**config.mk**
```make
export PLATFORM = sky130hd
export DESIGN_NAME = seq_mag_comparator
export DESIGN_NICKNAME = d
export VERILOG_FILES = /design/src/rtl/seq_mag_comparator_pkg.sv /design/src/rtl/seq_mag_comparator_chunk_cmp.sv /design/src/rtl/seq_mag_comparator.sv
export SDC_FILE = /design/constraint.sdc
export NUM_CORES = 1
export LEC_CHECK = 0
export ABC_AREA = 1
export CAP_MARGIN = 20
export CORE_UTILIZATION = 48
export CTS_BUF_LIST = sky130_fd_sc_hd__clkbuf_8
export DETAILED_ROUTE_END_ITERATION = 16
export PLACE_DENSITY_LB_ADDON = 0.12
export SLEW_MARGIN = 20
export SYNTH_ARGS = -nofsm -noshare
export SYNTH_HDL_FRONTEND = slang
export SYNTH_SLANG_ARGS = --single-unit
export TNS_END_PERCENT = 20
```
**constraint.sdc**
```tcl
create_clock -name clk -period 1.9 [get_ports clk]
set_input_delay 0.38 -clock clk [delete_from_list [all_inputs] [get_ports clk]]
set_output_delay 0.38 -clock clk [all_outputs]
set_load 0.05 [all_outputs]
```
**src/rtl/seq_mag_comparator_pkg.sv**
```systemverilog
// Shared types for the sequential magnitude comparator: FSM state encoding
// and the one-hot {greater, equal, less} result codes.
package seq_mag_comparator_pkg;

  typedef enum logic [1:0] {
    IDLE = 2'd0,
    CMP  = 2'd1,
    DONE = 2'd2
  } state_e;

  // Result flags packed as {A_greater, A_equal, A_less}
  localparam logic [2:0] RES_NONE = 3'b000;
  localparam logic [2:0] RES_GT   = 3'b100;
  localparam logic [2:0] RES_EQ   = 3'b010;
  localparam logic [2:0] RES_LT   = 3'b001;

endpackage

```
**src/rtl/seq_mag_comparator_chunk_cmp.sv**
```systemverilog
// Combinational CHUNK-wide magnitude compare; is_signed selects two's-complement
// ordering by inverting the sign bits before an unsigned compare.
module chunk_cmp #(
  parameter int CHUNK = 4
) (
  input  logic [CHUNK-1:0] a,
  input  logic [CHUNK-1:0] b,
  input  logic             is_signed,
  output logic             gt,
  output logic             eq,
  output logic             lt
);

  logic [CHUNK-1:0] a_s;
  logic [CHUNK-1:0] b_s;

  // Bias the operands into unsigned order, then compare
  always_comb begin
    a_s = a;
    b_s = b;
    if (is_signed) begin
      a_s[CHUNK-1] = ~a[CHUNK-1];
      b_s[CHUNK-1] = ~b[CHUNK-1];
    end else begin
      a_s = a;
      b_s = b;
    end
    gt = (a_s > b_s);
    eq = (a_s == b_s);
    lt = (a_s < b_s);
  end

endmodule

```
**src/rtl/seq_mag_comparator.sv**
```systemverilog
// Compares two WIDTH-bit operands CHUNK bits per cycle from the MSB down,
// exiting early on the first differing chunk; valid/ready on both sides.
module seq_mag_comparator
  import seq_mag_comparator_pkg::*;
#(
  parameter int WIDTH = 16,
  parameter int CHUNK = 4
) (
  input  logic                                clk,
  input  logic                                rst,
  input  logic                                in_valid,
  output logic                                in_ready,
  input  logic [WIDTH-1:0]                    A,
  input  logic [WIDTH-1:0]                    B,
  input  logic                                signed_mode,
  output logic                                out_valid,
  input  logic                                out_ready,
  output logic                                A_greater,
  output logic                                A_equal,
  output logic                                A_less,
  output logic [$clog2(WIDTH/((CHUNK < 1) ? 1 : CHUNK)+1)-1:0] chunks_used
);

  localparam int CHUNK_SAFE = (CHUNK < 1) ? 1 : CHUNK;
  localparam int NCHUNK     = WIDTH / CHUNK_SAFE;
  localparam int CNT_W      = $clog2(NCHUNK + 1);
  localparam int IDX_W      = (NCHUNK > 1) ? $clog2(NCHUNK) : 1;

  generate
    if ((CHUNK < 1) || ((WIDTH % CHUNK_SAFE) != 0)) begin : g_bad_cfg
      $error("seq_mag_comparator: WIDTH must be a non-zero multiple of CHUNK >= 1");
    end
  endgenerate

  state_e                 state_r;
  state_e                 state_s;
  logic [WIDTH-1:0]       a_r;
  logic [WIDTH-1:0]       b_r;
  logic                   signed_r;
  logic [IDX_W-1:0]       idx_r;
  logic [CNT_W-1:0]       cnt_r;
  logic [2:0]             res_r;
  logic [CHUNK_SAFE-1:0]  chunk_a_s;
  logic [CHUNK_SAFE-1:0]  chunk_b_s;
  logic                   top_signed_s;
  logic                   gt_s;
  logic                   eq_s;
  logic                   lt_s;
  logic                   last_s;

  assign chunk_a_s    = a_r[idx_r*CHUNK_SAFE +: CHUNK_SAFE];
  assign chunk_b_s    = b_r[idx_r*CHUNK_SAFE +: CHUNK_SAFE];
  assign top_signed_s = signed_r && (idx_r == IDX_W'(NCHUNK - 1));
  assign last_s       = (idx_r == {IDX_W{1'b0}});

  chunk_cmp #(.CHUNK(CHUNK_SAFE)) u_chunk_cmp (
    .a         (chunk_a_s),
    .b         (chunk_b_s),
    .is_signed (top_signed_s),
    .gt        (gt_s),
    .eq        (eq_s),
    .lt        (lt_s)
  );

  // FSM state register
  always_ff @(posedge clk or posedge rst) begin
    if (rst) begin
      state_r <= IDLE;
    end else begin
      state_r <= state_s;
    end
  end

  // Next-state logic
  always_comb begin
    state_s = state_r;
    case (state_r)
      IDLE:    if (in_valid) state_s = CMP; else state_s = IDLE;
      CMP:     if (!eq_s || last_s) state_s = DONE; else state_s = CMP;
      DONE:    if (out_ready) state_s = IDLE; else state_s = DONE;
      default: state_s = IDLE;
    endcase
  end

  // Operand capture, chunk walk and result registers
  always_ff @(posedge clk or posedge rst) begin
    if (rst) begin
      a_r      <= {WIDTH{1'b0}};
      b_r      <= {WIDTH{1'b0}};
      signed_r <= 1'b0;
      idx_r    <= {IDX_W{1'b0}};
      cnt_r    <= {CNT_W{1'b0}};
      res_r    <= RES_NONE;
    end else begin
      case (state_r)
        IDLE: begin
          if (in_valid) begin
            a_r      <= A;
            b_r      <= B;
            signed_r <= signed_mode;
            idx_r    <= IDX_W'(NCHUNK - 1);
            cnt_r    <= {CNT_W{1'b0}};
            res_r    <= RES_NONE;
          end
        end
        CMP: begin
          cnt_r <= cnt_r + CNT_W'(1);
          if (gt_s) begin
            res_r <= RES_GT;
          end else if (lt_s) begin
            res_r <= RES_LT;
          end else if (last_s) begin
            res_r <= RES_EQ;
          end else begin
            idx_r <= idx_r - IDX_W'(1);
          end
        end
        DONE: begin
          // Flags must read zero again once the result has been taken
          if (out_ready) res_r <= RES_NONE;
        end
        default: res_r <= RES_NONE;
      endcase
    end
  end

  assign in_ready                      = (state_r == IDLE);
  assign out_valid                     = (state_r == DONE);
  assign {A_greater, A_equal, A_less}  = res_r;
  assign chunks_used                   = cnt_r;

endmodule

```
==> out/qor.csv, run 1 <==
metric,value,unit
fin crit period,1950,ps
largest net degree at the start of global routing,44,
biggest area consumer among synthesized cells,dfrtp_1,
drt total wl,4370,um
Pwr Density,1810,nW/um^2
maximum clock path buffer count,2,
Avg WL per Cell,11.6,um
dpl hpwl,3170,um
#FFs+latches synth,43,
Mapped Cells,272,
CP required,2080,ps
final instance area,2830,um^2
CTS tree,built,
worst hold endpoint,chunks_used[2],
share of layout cells above drive strength 1,16.2,%
vias in the first global route,1715,
all-layer global routing usage,21.3,%
Hold Path Origin,chunks_used[2],
Clock Sinks,43,
DR iter-0 viols,120,
input/output buffers,44,
Worst Reg2Reg Path Length in Cells,13,
vias per inst,4.81,
Worst Hold Class,reg2reg,
first-pass GRT wire length,7500,um
grt ovf,0,
Slew @ Worst Pin,536,ps
max cap viols,0,
total die area,4760,um^2
Cell Int Power,2.81,mW
WS Path Type,reg2reg,
Hold Buf Count CTS,0,
"CTS clk-pin slew, worst paths",80,ps
sw frac,45.2,%
initial antenna violation count,0,
Post-synth EDFFs,0,
startpoint types,register,
fmax,512,MHz
static leakage,1.51,nW
Max Slew Vio Count,0,
top-area cell type share of the netlist area,50.0,%
"Top FF cell, synth",dfrtp_1,
Post-Syn Nets,316,
Hold Path Stages,1,
Starting Density,51.9,%
number of remaining DRC errors,0,
period utilization,103,%
via count,1818,
clk root buf,clkbuf_8,
Synth area leaders,"dfrtp_1, nand2_1, ha_1, o21ai_0, inv_1",
clock latency at the later pin of the worst-skew pair,290,ps
NetSw,2.31,mW
relative max-transition margin,64.3,%
Final ANT Viol Nets,0,
most common cell in the synthesized netlist,nand2_1,
status,finished with violations,
yosys warns,0,
H-tree depth,2,
Synth async-reset ratio,100,%
Reg-to-Reg Start,idx_r[0],
r2r setup slk,-50,ps
"Arr. time, crit path",2130,ps
width of the die,69.0,um
die height,69.0,um
area of the mapped netlist,2150,um^2
Mean Syn Cell Area,7.91,um^2
DRT Pass-1 Iters,4,
CP Max Fanout,6,
sequential share of the synthesized area,50.0,%
Final setup viols,5,
clock skew,4.13,ps
Synth-to-Final Area Change,31.7,%
RSZ-0062 raised after global routing,true,
CP endpoint kind,register,
setup ws final,-53.5,ps
Comb pwr share,56.2,%
commonest cells in the netlist,"nand2_1, dfrtp_1, inv_1, o21ai_0, nor2_1",
final hold vios,0,
GP Congestion,0.834,
Core Rows,23,
VDD IR max,0.816,mV
# diodes,0,
clock share of power,12.0,%
Cell variety after synth,22,
Non-Filler Instances,378,
Core Area,4140,um^2
nets@finish,371,
total CTS buffers,5,
placed insts,370,
Placed Area,2690,um^2
failing checks,setup timing,
Seq pwr share,31.8,%
Top Ports,45,
reg2reg end,res_r[1],
state kept, by name, summed over array words and instances, names as in the netlist:
signal	count
a_r	16
signed_r	1
state_r	2
b_r	16
res_r	3
idx_r	2
chunks_used	3
metal layers:
metal	GRT usage [%]	share of wire (%)
met1	29.9	50
met2	33.3	46
met3	4.61	4.2
met4	5.10	0.57
met5	0	0
worst max path at each step:
| stage | cells past startpoint | from | endpoint |
|---|---|---|---|
| final | 13 | idx_r[0] | res_r[1] |
| after global routing | 11 | idx_r[0] | res_r[1] |
| after CTS | 15 | idx_r[0] | res_r[1] |
| after detailed placement | 13 | idx_r[0] | res_r[1] |
| after global placement | 13 | idx_r[1] | res_r[0] |
| after floorplan | 12 | idx_r[0] | idx_r[1] |
power by group through the flow:
stage               Clock, mW  Combinational, mW  Sequential, mW
finish                  0.615               2.88            1.63
global route            0.681               3.26            1.67
CTS                     0.632               2.84            1.62
detailed placement          0               2.67            1.62
global placement            0               2.62            1.62
floorplan                   0               1.85            1.68
cells by family after synthesis:
logic type / synth area share [%]
AO/OA/AOI/OAI: 5.99
XOR/XNOR: 0.814
flip-flops: 50.0
adder cells (fa/ha/maj): 4.07
buffers and inverters: 5.99
AND/OR/NAND/NOR: 33.1
what timing repair did:
action / CTS / global route
resized for setup: 11 / 3
setup buffers: 0 / 0
setup endpoints to repair: 6 / 7
pin swaps: 4 / 2
endpoints found under the hold margin: 0 / 0
cell usage in the layout, fill, tap and decap left out:
cell type / synthesis / layout
xnor2_1: 1 / 1
a21oi_2: 0 / 1
clkbuf_8: 0 / 7
nand2_2: 5 / 9
ha_1: 7 / 7
nand2_4: 2 / 3
clkdlybuf4s50_1: 0 / 36
buf_4: 4 / 19
nand4_1: 1 / 1
xor2_1: 1 / 1
buf_12: 0 / 1
inv_2: 2 / 4
o21ai_2: 0 / 1
inv_1: 14 / 13
nand2_1: 139 / 134
a21oi_1: 6 / 5
buf_6: 0 / 2
nor2_4: 3 / 3
o21ai_0: 12 / 11
o22ai_1: 3 / 3
nor2_1: 11 / 11
a32o_1: 2 / 2
nand3b_4: 0 / 1
nand3_1: 7 / 7
inv_6: 1 / 1
nand3_2: 1 / 1
dfrtp_1: 43 / 43
final cells by class:
class,instances,area [um^2]
fillers,362,1310
flip-flops and latches,43,1080
multi-input cells,202,981
repair buffers,58,546
clock buffers,7,96.3
inverters,17,68.8
well taps,50,62.6
clock inverters,1,3.75
worst max-delay path, cell delays in order, from the launching register on:
cell and delay, ps:
dfrtp_1 420, buf_4 170, ha_1 200, nand2_2 80, xor2_1 160, ha_1 280, nand2_2 100, inv_1 50
nand2_2 80, nand2_2 70, nand2_2 70, nand2_2 60, nand2_1 60, nand2_1 40
stage by stage:
stage	power [mW]	TNS [ps]	setup WS, ps	utilization (%)	hold WS [ps]
after detailed placement	4.29	-314	-78.7	65.0	460
after global placement	4.24	-159	-37.3	65.0	450
after global routing	5.61	-1020	-195	68.4	508
final	5.12	-220	-53.5	68.4	473
after CTS	5.10	-267	-50.7	68.2	476
after floorplan	3.53	0	13.0	-	444
Power figures use the tool's default switching activity.
==> run 2: changes to the inputs <==
CTS_CLUSTER_SIZE = 25   (was unset)
==> results of run 2 <==
No change in the layout: final DEF, timing and power equal those of run 1.
==> run 3: changes to the inputs <==
SETUP_SLACK_MARGIN = 0.2   (was unset)
==> run 3 against run 2 <==
Compared with the run above:
- the run still ends with setup timing left
- first-iteration DRC count is 16% lower
- final area is 0.26% lower
- global-route usage is 0.19 points lower
- register-to-register slack better by 30 ps
- flip-flop and latch count stayed put
==> out/qor.csv, run 3 (synthesis results as in run 1) <==
metric,value,unit
drt total wl,4360,um
DR iter-0 viols,101,
H-tree depth,2,
die height,69.0,um
# diodes,0,
number of remaining DRC errors,0,
"Arr. time, crit path",2120,ps
CTS tree,built,
Reg-to-Reg Start,idx_r[0],
Placed Area,2720,um^2
"CTS clk-pin slew, worst paths",80,ps
clock skew,8.52,ps
clock latency at the later pin of the worst-skew pair,290,ps
Critical path origin,idx_r[0],
status,finished with violations,
"commonest non-fill, non-tap cell in the layout",nand2_1,
via count,1825,
relative max-transition margin,68.2,%
Worst Reg2Reg Path Length in Cells,13,
Worst Hold Class,in2async,
share of layout cells above drive strength 1,15.9,%
Pwr Density,1800,nW/um^2
Top Ports,45,
fmax,519,MHz
Largest regs,"a_r (16), b_r (16)",
setup ws final,-27.8,ps
startpoint types,register,
fin crit period,1930,ps
vias in the first global route,1698,
final core occ,68.2,%
dpl hpwl,3300,um
VDD IR max,0.954,mV
CP endpoint kind,register,
Slew @ Worst Pin,479,ps
Max Slew Vio Count,0,
clk root buf,clkbuf_8,
nets@finish,371,
largest net degree at the start of global routing,35,
Core Rows,23,
input/output buffers,44,
total die area,4760,um^2
Synth-to-Final Area Change,31.3,%
final hold vios,0,
maximum clock path buffer count,2,
all-layer global routing usage,21.1,%
Filler Cell Count,349,
Starting Density,51.9,%
grt ovf,0,
WS Path Type,reg2reg,
initial antenna violation count,0,
Clock Sinks,43,
most frequent cells in the layout,"nand2_1, dfrtp_1, clkdlybuf4s50_1",
width of the die,69.0,um
CP Max Fanout,7,
first-pass GRT wire length,7220,um
Avg WL per Cell,11.5,um
Final setup viols,5,
CP required,2090,ps
DRT Pass-1 Iters,4,
total CTS buffers,5,
GP Congestion,0.856,
Core Area,4140,um^2
Hold Buf Count CTS,0,
static leakage,1.51,nW
RSZ-0062 raised after global routing,true,
max cap viols,0,
Fin Setup TNS,-79.3,ps
Final ANT Viol Nets,0,
final instance area,2830,um^2
period utilization,101,%
failing checks,setup timing,
vias per inst,4.83,
run 3: cell count changes in the layout (fill, tap and decap cells not counted), sizes merged:
cell and change:
buf -1, dlygate4sd2 +1
run 3: through the flow:
stage	setup WS (ps)	total power, mW	std cells	hold slack (ps)
finish	-27.8	5.09	378	270
global route	-162	5.55	378	270
CTS	-33.2	5.13	378	264
detailed placement	-69.3	4.47	370	453
global placement	-1.63	4.39	370	447
floorplan	94.6	3.75	272	444
run 3: final timing paths:
kind / end / slack (ps)
hold reg to reg: chunks_used[2] / 460
min in group clk: chunks_used[2] / 460
max in group asynchronous: idx_r[0] / 1070
setup reg to reg: idx_r[0] / -30
hold / removal: chunks_used[0] / 270
setup / recovery: idx_r[0] / -30
run 3: cell type report:
cell class	instances	area (um^2)	area share, %
multi-input combinational	202	975	34.5
tap	50	62.6	2.21
sequential	43	1080	38.2
clock buffer	7	96.3	3.41
inverter	17	71.3	2.52
clock inverter	1	3.75	0.133
timing repair buffer	58	539	19.1
run 3: per-layer routing:
metal  routed length (um)  vias to the layer above  part of all wire (%)  GRT usage (%)
li1                     -                      959                     -              -
met1                 1980                      829                    45           25.1
met2                 2180                       32                    50           37.6
met3                  152                        5                   3.5           5.43
met4                   50                        0                   1.1           5.36
met5                    0                        -                     0              0
run 3: timing repair:
item	4_1_cts	5_1_grt
setup buffers	0	0
endpoints found under the setup margin	8	7
resized for setup	4	0
pin swaps	0	1
run 3: critical path, stage by stage, from the launching register on:
cell      delay, ps
dfrtp_2         430
buf_4           160
nand2_1          60
nand3_1          70
nand2_1          70
xnor2_1         130
ha_1            330
nand2_2          80
nor2_4          160
nand3b_4        100
nand2_4          80
nand2_2          60
nand2_1          50
nand2_1          50
run 3: report_power, final:
part / internal, mW / switching, mW
sequential: 1.34 / 0.301
clock: 0.326 / 0.301
combinational: 1.11 / 1.70
total: 2.78 / 2.30
